File: src/rtl/mdio_frame_engine_pkg.sv
// ============================================================================
// mdio_frame_engine_pkg : Clause-22 MDIO frame constants and frame builder
// Rev 1.0
// ============================================================================
`default_nettype none

package mdio_frame_engine_pkg;

  localparam int unsigned MDIO_PRE_LEN   = 32;
  localparam int unsigned MDIO_FRAME_LEN = 64;

  localparam logic [1:0] MDIO_ST    = 2'b01;
  localparam logic [1:0] MDIO_OP_RD = 2'b10;
  localparam logic [1:0] MDIO_OP_WR = 2'b01;

  localparam logic [5:0] MDIO_TA1_IDX  = 6'd46;
  localparam logic [5:0] MDIO_TA2_IDX  = 6'd47;
  localparam logic [5:0] MDIO_DATA_IDX = 6'd48;
  localparam logic [5:0] MDIO_LAST_IDX = 6'd63;

  typedef enum logic [1:0] {
    ST_IDLE      = 2'd0,
    ST_WAIT_EDGE = 2'd1,
    ST_SHIFT     = 2'd2
  } state_e;

  typedef logic [MDIO_FRAME_LEN-1:0] frame_t;

  // Read frames carry ones in TA/DATA; those bits are never driven anyway.
  function automatic frame_t build_frame(input logic        rh_wl,
                                         input logic [4:0]  phyad,
                                         input logic [4:0]  regad,
                                         input logic [15:0] wr_data);
    frame_t f;
    f = {{MDIO_PRE_LEN{1'b1}}, MDIO_ST, (rh_wl ? MDIO_OP_RD : MDIO_OP_WR),
         phyad, regad, (rh_wl ? 2'b11 : 2'b10), (rh_wl ? 16'hFFFF : wr_data)};
    return f;
  endfunction

endpackage

`default_nettype wire

File: src/rtl/mdio_frame_engine_if.sv
// ============================================================================
// mdio_frame_engine_if : command/response bundle between poll FSM and engine
// Rev 1.0
// ============================================================================
`default_nettype none

interface mdio_frame_engine_if;
  logic        op_exec;
  logic        op_rh_wl;
  logic [4:0]  op_addr;
  logic [15:0] op_wr_data;
  logic        op_done;
  logic [15:0] op_rd_data;
  logic        op_rd_ack;

  modport master (
    output op_exec, op_rh_wl, op_addr, op_wr_data,
    input  op_done, op_rd_data, op_rd_ack
  );

  modport slave (
    input  op_exec, op_rh_wl, op_addr, op_wr_data,
    output op_done, op_rd_data, op_rd_ack
  );
endinterface

`default_nettype wire

File: src/rtl/mdio_clk_div.sv
// ============================================================================
// mdio_clk_div : free-running MDC generator with registered edge strobes
// Rev 1.0
// ============================================================================
`default_nettype none

module mdio_clk_div #(
  parameter logic [7:0] CLK_DIV = 8'd25
) (
  input  logic clk,
  input  logic rst_n,
  output logic mdc_o,
  output logic mdc_rise_o,
  output logic mdc_fall_o
);

  logic [7:0] cnt_q;
  logic       mdc_q;
  logic       rise_q;
  logic       fall_q;

  // Strobes are high in the first clk of the new MDC level, so anything
  // launched from them changes one clk after the pin edge.
  always_ff @(posedge clk or negedge rst_n) begin
    if (!rst_n) begin
      cnt_q  <= 8'd0;
      mdc_q  <= 1'b1;
      rise_q <= 1'b0;
      fall_q <= 1'b0;
    end else begin
      rise_q <= 1'b0;
      fall_q <= 1'b0;
      if (cnt_q == CLK_DIV - 8'd1) begin
        cnt_q  <= 8'd0;
        mdc_q  <= ~mdc_q;
        rise_q <= ~mdc_q;
        fall_q <= mdc_q;
      end else begin
        cnt_q <= cnt_q + 8'd1;
      end
    end
  end

  assign mdc_o      = mdc_q;
  assign mdc_rise_o = rise_q;
  assign mdc_fall_o = fall_q;

endmodule

`default_nettype wire

File: src/rtl/mdio_frame_engine.sv
// ============================================================================
// mdio_frame_engine : Clause-22 MDIO master, one 64-bit frame per op_exec
// Rev 1.0
// ============================================================================
`default_nettype none

module mdio_frame_engine
  import mdio_frame_engine_pkg::*;
#(
  parameter logic [4:0] PHY_ADDR = 5'b00001,
  parameter logic [7:0] CLK_DIV  = 8'd25
) (
  input  logic                 clk,
  input  logic                 rst_n,
  mdio_frame_engine_if.slave   op,
  output logic                 eth_mdc,
  output logic                 eth_mdio_o,
  output logic                 eth_mdio_oe,
  input  logic                 eth_mdio_i
);

  logic        mdc_rise;
  logic        mdc_fall;

  state_e      state_q;
  frame_t      tx_q;
  logic        rd_q;
  logic [5:0]  bit_cnt_q;
  logic [15:0] rx_q;
  logic        ack_q;
  logic        mdio_o_q;
  logic        mdio_oe_q;
  logic        done_q;
  logic [15:0] rd_data_q;
  logic        rd_ack_q;
  logic        sync1_q;
  logic        sync2_q;

  mdio_clk_div #(.CLK_DIV(CLK_DIV)) u_clk_div (
    .clk        (clk),
    .rst_n      (rst_n),
    .mdc_o      (eth_mdc),
    .mdc_rise_o (mdc_rise),
    .mdc_fall_o (mdc_fall)
  );

  // Idle level of the synchroniser matches the bus pull-up.
  always_ff @(posedge clk or negedge rst_n) begin
    if (!rst_n) begin
      sync1_q <= 1'b1;
      sync2_q <= 1'b1;
    end else begin
      sync1_q <= eth_mdio_i;
      sync2_q <= sync1_q;
    end
  end

  always_ff @(posedge clk or negedge rst_n) begin
    if (!rst_n) begin
      state_q   <= ST_IDLE;
      tx_q      <= '1;
      rd_q      <= 1'b0;
      bit_cnt_q <= 6'd0;
      rx_q      <= 16'd0;
      ack_q     <= 1'b1;
      mdio_o_q  <= 1'b1;
      mdio_oe_q <= 1'b0;
      done_q    <= 1'b0;
      rd_data_q <= 16'd0;
      rd_ack_q  <= 1'b1;
    end else begin
      done_q <= 1'b0;
      case (state_q)
        ST_IDLE: begin
          if (op.op_exec) begin
            rd_q    <= op.op_rh_wl;
            tx_q    <= build_frame(op.op_rh_wl, PHY_ADDR, op.op_addr, op.op_wr_data);
            state_q <= ST_WAIT_EDGE;
          end
        end
        ST_WAIT_EDGE: begin
          if (mdc_fall) begin
            mdio_o_q  <= tx_q[MDIO_FRAME_LEN-1];
            mdio_oe_q <= 1'b1;
            tx_q      <= {tx_q[MDIO_FRAME_LEN-2:0], 1'b1};
            bit_cnt_q <= 6'd0;
            state_q   <= ST_SHIFT;
          end
        end
        ST_SHIFT: begin
          if (mdc_rise && rd_q) begin
            if (bit_cnt_q == MDIO_TA2_IDX)   ack_q <= sync2_q;
            if (bit_cnt_q >= MDIO_DATA_IDX)  rx_q  <= {rx_q[14:0], sync2_q};
          end
          if (mdc_fall) begin
            if (bit_cnt_q == MDIO_LAST_IDX) begin
              mdio_o_q  <= 1'b1;
              mdio_oe_q <= 1'b0;
              done_q    <= 1'b1;
              state_q   <= ST_IDLE;
              if (rd_q) begin
                rd_data_q <= rx_q;
                rd_ack_q  <= ack_q;
              end else begin
                rd_ack_q  <= 1'b0;
              end
            end else begin
              bit_cnt_q <= bit_cnt_q + 6'd1;
              mdio_o_q  <= tx_q[MDIO_FRAME_LEN-1];
              tx_q      <= {tx_q[MDIO_FRAME_LEN-2:0], 1'b1};
              // Reads hand the bus to the PHY from the first turnaround bit.
              mdio_oe_q <= !(rd_q && ((bit_cnt_q + 6'd1) >= MDIO_TA1_IDX));
            end
          end
        end
        default: state_q <= ST_IDLE;
      endcase
    end
  end

  assign eth_mdio_o    = mdio_o_q;
  assign eth_mdio_oe   = mdio_oe_q;
  assign op.op_done    = done_q;
  assign op.op_rd_data = rd_data_q;
  assign op.op_rd_ack  = rd_ack_q;

endmodule

`default_nettype wire

File: src/flat_wrapper.sv
// flat-port wrapper written by rule: the top's interface ports become plain ports
module mdio_frame_engine_flat import mdio_frame_engine_pkg::*;
#(
  parameter logic [4:0] PHY_ADDR = 5'b00001,
  parameter logic [7:0] CLK_DIV  = 8'd25
)
  (clk, rst_n, eth_mdc, eth_mdio_o, eth_mdio_oe, eth_mdio_i, op_op_exec, op_op_rh_wl, op_op_addr, op_op_wr_data, op_op_done, op_op_rd_data, op_op_rd_ack);
  mdio_frame_engine_if op_i ();
  input  logic clk;
  input  logic rst_n;
  output logic eth_mdc;
  output logic eth_mdio_o;
  output logic eth_mdio_oe;
  input  logic eth_mdio_i;
  input wire logic [$bits(op_i.op_exec)-1:0] op_op_exec;
  input wire logic [$bits(op_i.op_rh_wl)-1:0] op_op_rh_wl;
  input wire logic [$bits(op_i.op_addr)-1:0] op_op_addr;
  input wire logic [$bits(op_i.op_wr_data)-1:0] op_op_wr_data;
  output wire logic [$bits(op_i.op_done)-1:0] op_op_done;
  output wire logic [$bits(op_i.op_rd_data)-1:0] op_op_rd_data;
  output wire logic [$bits(op_i.op_rd_ack)-1:0] op_op_rd_ack;
  assign op_i.op_exec = op_op_exec;
  assign op_i.op_rh_wl = op_op_rh_wl;
  assign op_i.op_addr = op_op_addr;
  assign op_i.op_wr_data = op_op_wr_data;
  assign op_op_done = op_i.op_done;
  assign op_op_rd_data = op_i.op_rd_data;
  assign op_op_rd_ack = op_i.op_rd_ack;
  mdio_frame_engine #(.PHY_ADDR(PHY_ADDR), .CLK_DIV(CLK_DIV)) u_core (.clk(clk), .rst_n(rst_n), .op(op_i), .eth_mdc(eth_mdc), .eth_mdio_o(eth_mdio_o), .eth_mdio_oe(eth_mdio_oe), .eth_mdio_i(eth_mdio_i));
endmodule
File: config.mk
export PLATFORM = sky130hd
export DESIGN_NAME = mdio_frame_engine_flat
export DESIGN_NICKNAME = d
export VERILOG_FILES = /design/src/rtl/mdio_frame_engine_pkg.sv /design/src/rtl/mdio_frame_engine_if.sv /design/src/rtl/mdio_clk_div.sv /design/src/rtl/mdio_frame_engine.sv /design/src/flat_wrapper.sv
export SDC_FILE = /design/constraint.sdc
export NUM_CORES = 1
export LEC_CHECK = 0
export CORE_MARGIN = 5
export CORE_UTILIZATION = 45
export DETAILED_ROUTE_END_ITERATION = 12
export GPL_ROUTABILITY_DRIVEN = 0
export PLACE_DENSITY = 0.63
export SETUP_SLACK_MARGIN = 0.05
export SYNTH_ARGS = -nofsm -noshare
export SYNTH_HDL_FRONTEND = slang
export SYNTH_SLANG_ARGS = --single-unit
File: constraint.sdc
create_clock -name clk -period 6.1 [get_ports clk]
set_input_delay 0.915 -clock clk [delete_from_list [all_inputs] [get_ports clk]]
set_output_delay 0.915 -clock clk [all_outputs]
set_load 0.005 [all_outputs]
==> reports/metrics.json <==
{
  "place_worst_setup_slack_ns": 3.03,
  "stdcell_area_um2": 6450,
  "crit_arrival_ns": 2.98,
  "port_buf_inserts": 46,
  "detail_placement_hpwl_um": 5760,
  "grt_pass1_vias": 3344,
  "placed_cell_area_um2": 5890,
  "critPathCaptureType": "register",
  "final.fill_count": 1032,
  "worst_ep_required_time_ns": 6.43,
  "cts_max_level": 4,
  "initialDrtViolationCount": 206,
  "antenna_left": 0,
  "placeableCoreArea_um2": 11900,
  "vdd_drop_max_mv": 0.162,
  "die_area_um2": 14200,
  "vias_per_cell": 5.28,
  "power.clock.fraction_pct": 52.0,
  "timing.final.setup_violations": 0,
  "finalSetupTns_ns": 0,
  "clk_pin_slew_worst_paths_ns": 0.05,
  "clock_tree.buffer_depth": 2,
  "global_route_wire_length_before_repair_um": 16200,
  "placed_cells": 581,
  "die_height_um": 119,
  "cts_repair_resize_count": 0,
  "num_vias": 3239,
  "cell_internal_pwr_uw": 1420,
  "average_instance_area_after_synthesis_um2": 13.1,
  "cts_bufs_inserted": 17,
  "cts_post_setup_buffers_inserted": 0,
  "antennaDiodeCount": 0,
  "multiInputGateArea_um2": 2030,
  "critical_path.max_fanout": 58,
  "power_frac_seq_pct": 46.0,
  "number_of_max_capacitance_violations_reported": 0,
  "synth_edf_count": 0,
  "clkLatencyLatePin_ns": 0.41,
  "postSynthNetCount": 442,
  "synthesized_instance_count": 409,
  "critical_path.startpoint_type": "input port",
  "synthesis.yosys.warnings": 0,
  "finalNetCount": 486,
  "final_layout_size_suffix_gt1_share_pct": 37.3,
  "max_stage_delay_ns": 0.76,
  "antenna_found_initial": 0,
  "postSynth.asyncResetShare_pct": 100,
  "instances_no_fill": 613,
  "seq_cell_area_um2": 3170,
  "critical_path_class": "in2reg",
  "ys_seq_elements": 123,
  "final.period_utilization_pct": 43.3,
  "fmax_mhz": 379,
  "routed_wire_length_per_instance_um": 14.9,
  "wirelength_um": 9140,
  "slew_limit_fails": 0,
  "worstHoldPathType": "reg2reg",
  "area_added_between_synthesis_and_finish_pct": 20.2,
  "clk_root_buffer_cell": "sky130_fd_sc_hd__clkbuf_16",
  "tritoncts": "built",
  "synthFlopType": "sky130_fd_sc_hd__dfstp_2",
  "cells_traversed_along_the_worst_timing_path": "clkdlybuf4s50_1 -> inv_1 -> a2bb2oi_1 -> o211a_4 -> mux2_2",
  "yosysUniqueCellTypes": 46,
  "leakagePower_uw": 0.00276,
  "grt_start_max_net_pins": 81,
  "route.detailed.drc": 0,
  "power_switching_uw": 366,
  "post_cts_hold_buffer_count": 0,
  "result_of_the_run": "complete, no violations",
  "worst-slew-pin-transition_ns": 0.960,
  "die_x_um": 119,
  "swShare_pct": 20.5,
  "unrepaired_setup_endpoints_after_global_routing": "false",
  "timing.final.crit_period_ns": 2.64,
  "mapped_area_um2": 5370,
  "fin_skew_ns": 0.00947,
  "timing.final.ws_setup_ns": 3.46,
  "start_util_pct": 45.3,
  "cts_num_sinks": 123,
  "grt_remaining_overflow": 0,
  "hold_slack_ns": 0.358,
  "worst_relative_slew_slack_pct": 36.0,
  "finalHoldViolCount": 0,
  "p_per_area_nw_per_um2": 276,
  "synth_seq_area_share_pct": 58.9,
  "drt_first_pass_iters": 4,
  "row_count": 40,
  "ios": 47,
  "worst_path_max_delay_cell": "sky130_fd_sc_hd__o211a_4",
  "pwr-share-comb_pct": 2.0,
  "gr-usage-all-layers_pct": 14.3
}
synth_stat cells (all sizes together), types with 2 or more instances:
library cell	count	share of area (%)
xor2	4	0.65
a31oi	3	0.35
nor2	26	1.9
and2	4	0.47
nand2b	2	0.23
nand4	3	0.35
mux2	64	15
xnor2	4	0.65
o22a	34	5.5
dfstp	70	34
nor3b	2	0.28
a2bb2oi	2	0.33
buf	17	2.2
dfrtp	53	25
ha	7	1.6
or3	2	0.33
o211a	2	0.51
o211ai	4	0.56
clkbuf	6	0.42
a221o	3	0.56
nand2	28	2.0
nor2b	5	0.58
a22o	6	0.98
o2bb2ai	2	0.33
inv	11	0.77
nand3	12	1.3
o21ai	20	1.9
and3	4	0.47
layout by cell type, fill, tap and decap left out, drive strengths merged, types with 2 or more instances in the layout:
| master | instances |
|---|---|
| dfstp | 70 |
| mux2 | 64 |
| dfrtp | 53 |
| clkdlybuf4s50 | 45 |
| o22a | 34 |
| nand2 | 28 |
| nor2 | 26 |
| clkbuf | 21 |
| o21ai | 20 |
| inv | 13 |
| nand3 | 12 |
| ha | 7 |
| clkinv | 7 |
| a22o | 6 |
| nor2b | 5 |
| xnor2 | 4 |
| and3 | 4 |
| xor2 | 4 |
| o211ai | 4 |
| and2 | 4 |
| nand4 | 3 |
| a221o | 3 |
| a31oi | 3 |
| buf | 3 |
| a2bb2oi | 2 |
| nor3b | 2 |
| o2bb2ai | 2 |
| nand2b | 2 |
| clkinvlp | 2 |
| or3 | 2 |
| o211a | 2 |
area by class of cell:
cell class / instances / share of cell area, %
clock buffer: 21 / 7.79
tap: 147 / 2.85
timing repair buffer: 48 / 7.33
clock inverter: 11 / 0.969
multi-input combinational: 252 / 31.4
sequential: 123 / 49.0
inverter: 11 / 0.640
per-stage QoR:
stage               power (uW)  utilization, %
floorplan                  836               -
global placement           869            49.7
detailed placement         870            49.7
CTS                       1810            54.4
global route              1860            54.4
finish                    1780            54.4
metal layers:
metal	vias up	wire length, um	track usage, %
met4	0	149	6.15
li1	1557	-	-
met1	1619	4300	18.7
met5	-	0	0
met3	16	350	5.37
met2	47	4340	21.1
power groups by stage:
stage	Clock [uW]	Combinational, uW	Sequential [uW]
3_5_place_dp	0	37.0	833
5_1_grt	1000	40.9	820
3_3_place_gp	0	36.8	833
6_report	928	35.3	821
2_1_floorplan	0	3.60	833
4_1_cts	956	37.3	820
cells by family after synthesis:
family | synth area share, %
AOI/OAI and AO/OA | 11.5
xor gates and xnor gates | 1.30
adders and majority gates | 1.63
buffers and inverters | 3.35
DFF | 58.9
muxes | 14.9
and+or+nand+nor | 8.39
final timing paths:
path	depth (start not counted)	start	slack, ns	end
max in group asynchronous	2	rst_n	4.34	u_core.tx_q[19]$_DFFE_PN1P_
hold / removal	0	u_core.sync1_q$_DFF_PN1_	0.36	u_core.sync2_q$_DFF_PN1_
setup / recovery	5	op_op_exec	3.46	u_core.tx_q[0]$_DFFE_PN1P_
hold reg to reg	0	u_core.sync1_q$_DFF_PN1_	0.36	u_core.sync2_q$_DFF_PN1_
min in group asynchronous	1	rst_n	0.64	u_core.rx_q[11]$_DFFE_PN0P_
setup reg to reg	6	u_core.state_q[0]$_DFFE_PN0P_	3.57	u_core.tx_q[0]$_DFFE_PN1P_
flip-flops by register name (all words and copies together), names as in the netlist:
name	count
u_core.ack_q	1
u_core.bit_cnt_q	6
u_core.eth_mdio_o	1
u_core.eth_mdio_oe	1
u_core.op.op_done	1
u_core.op.op_rd_ack	1
u_core.op.op_rd_data	16
u_core.rd_q	1
u_core.rx_q	16
u_core.state_q	2
u_core.sync1_q	1
u_core.sync2_q	1
u_core.tx_q	64
u_core.u_clk_div.cnt_q	8
u_core.u_clk_div.mdc_fall_o	1
u_core.u_clk_div.mdc_o	1
u_core.u_clk_div.mdc_rise_o	1
critical path: cells and delay by family:
family / cells / cell delay [ns]
muxes: 1 / 0.41
buffers and inverters: 2 / 0.53
AOI/OAI and AO/OA: 2 / 1.09
Note: power is estimated with default switching activity, not from simulation.
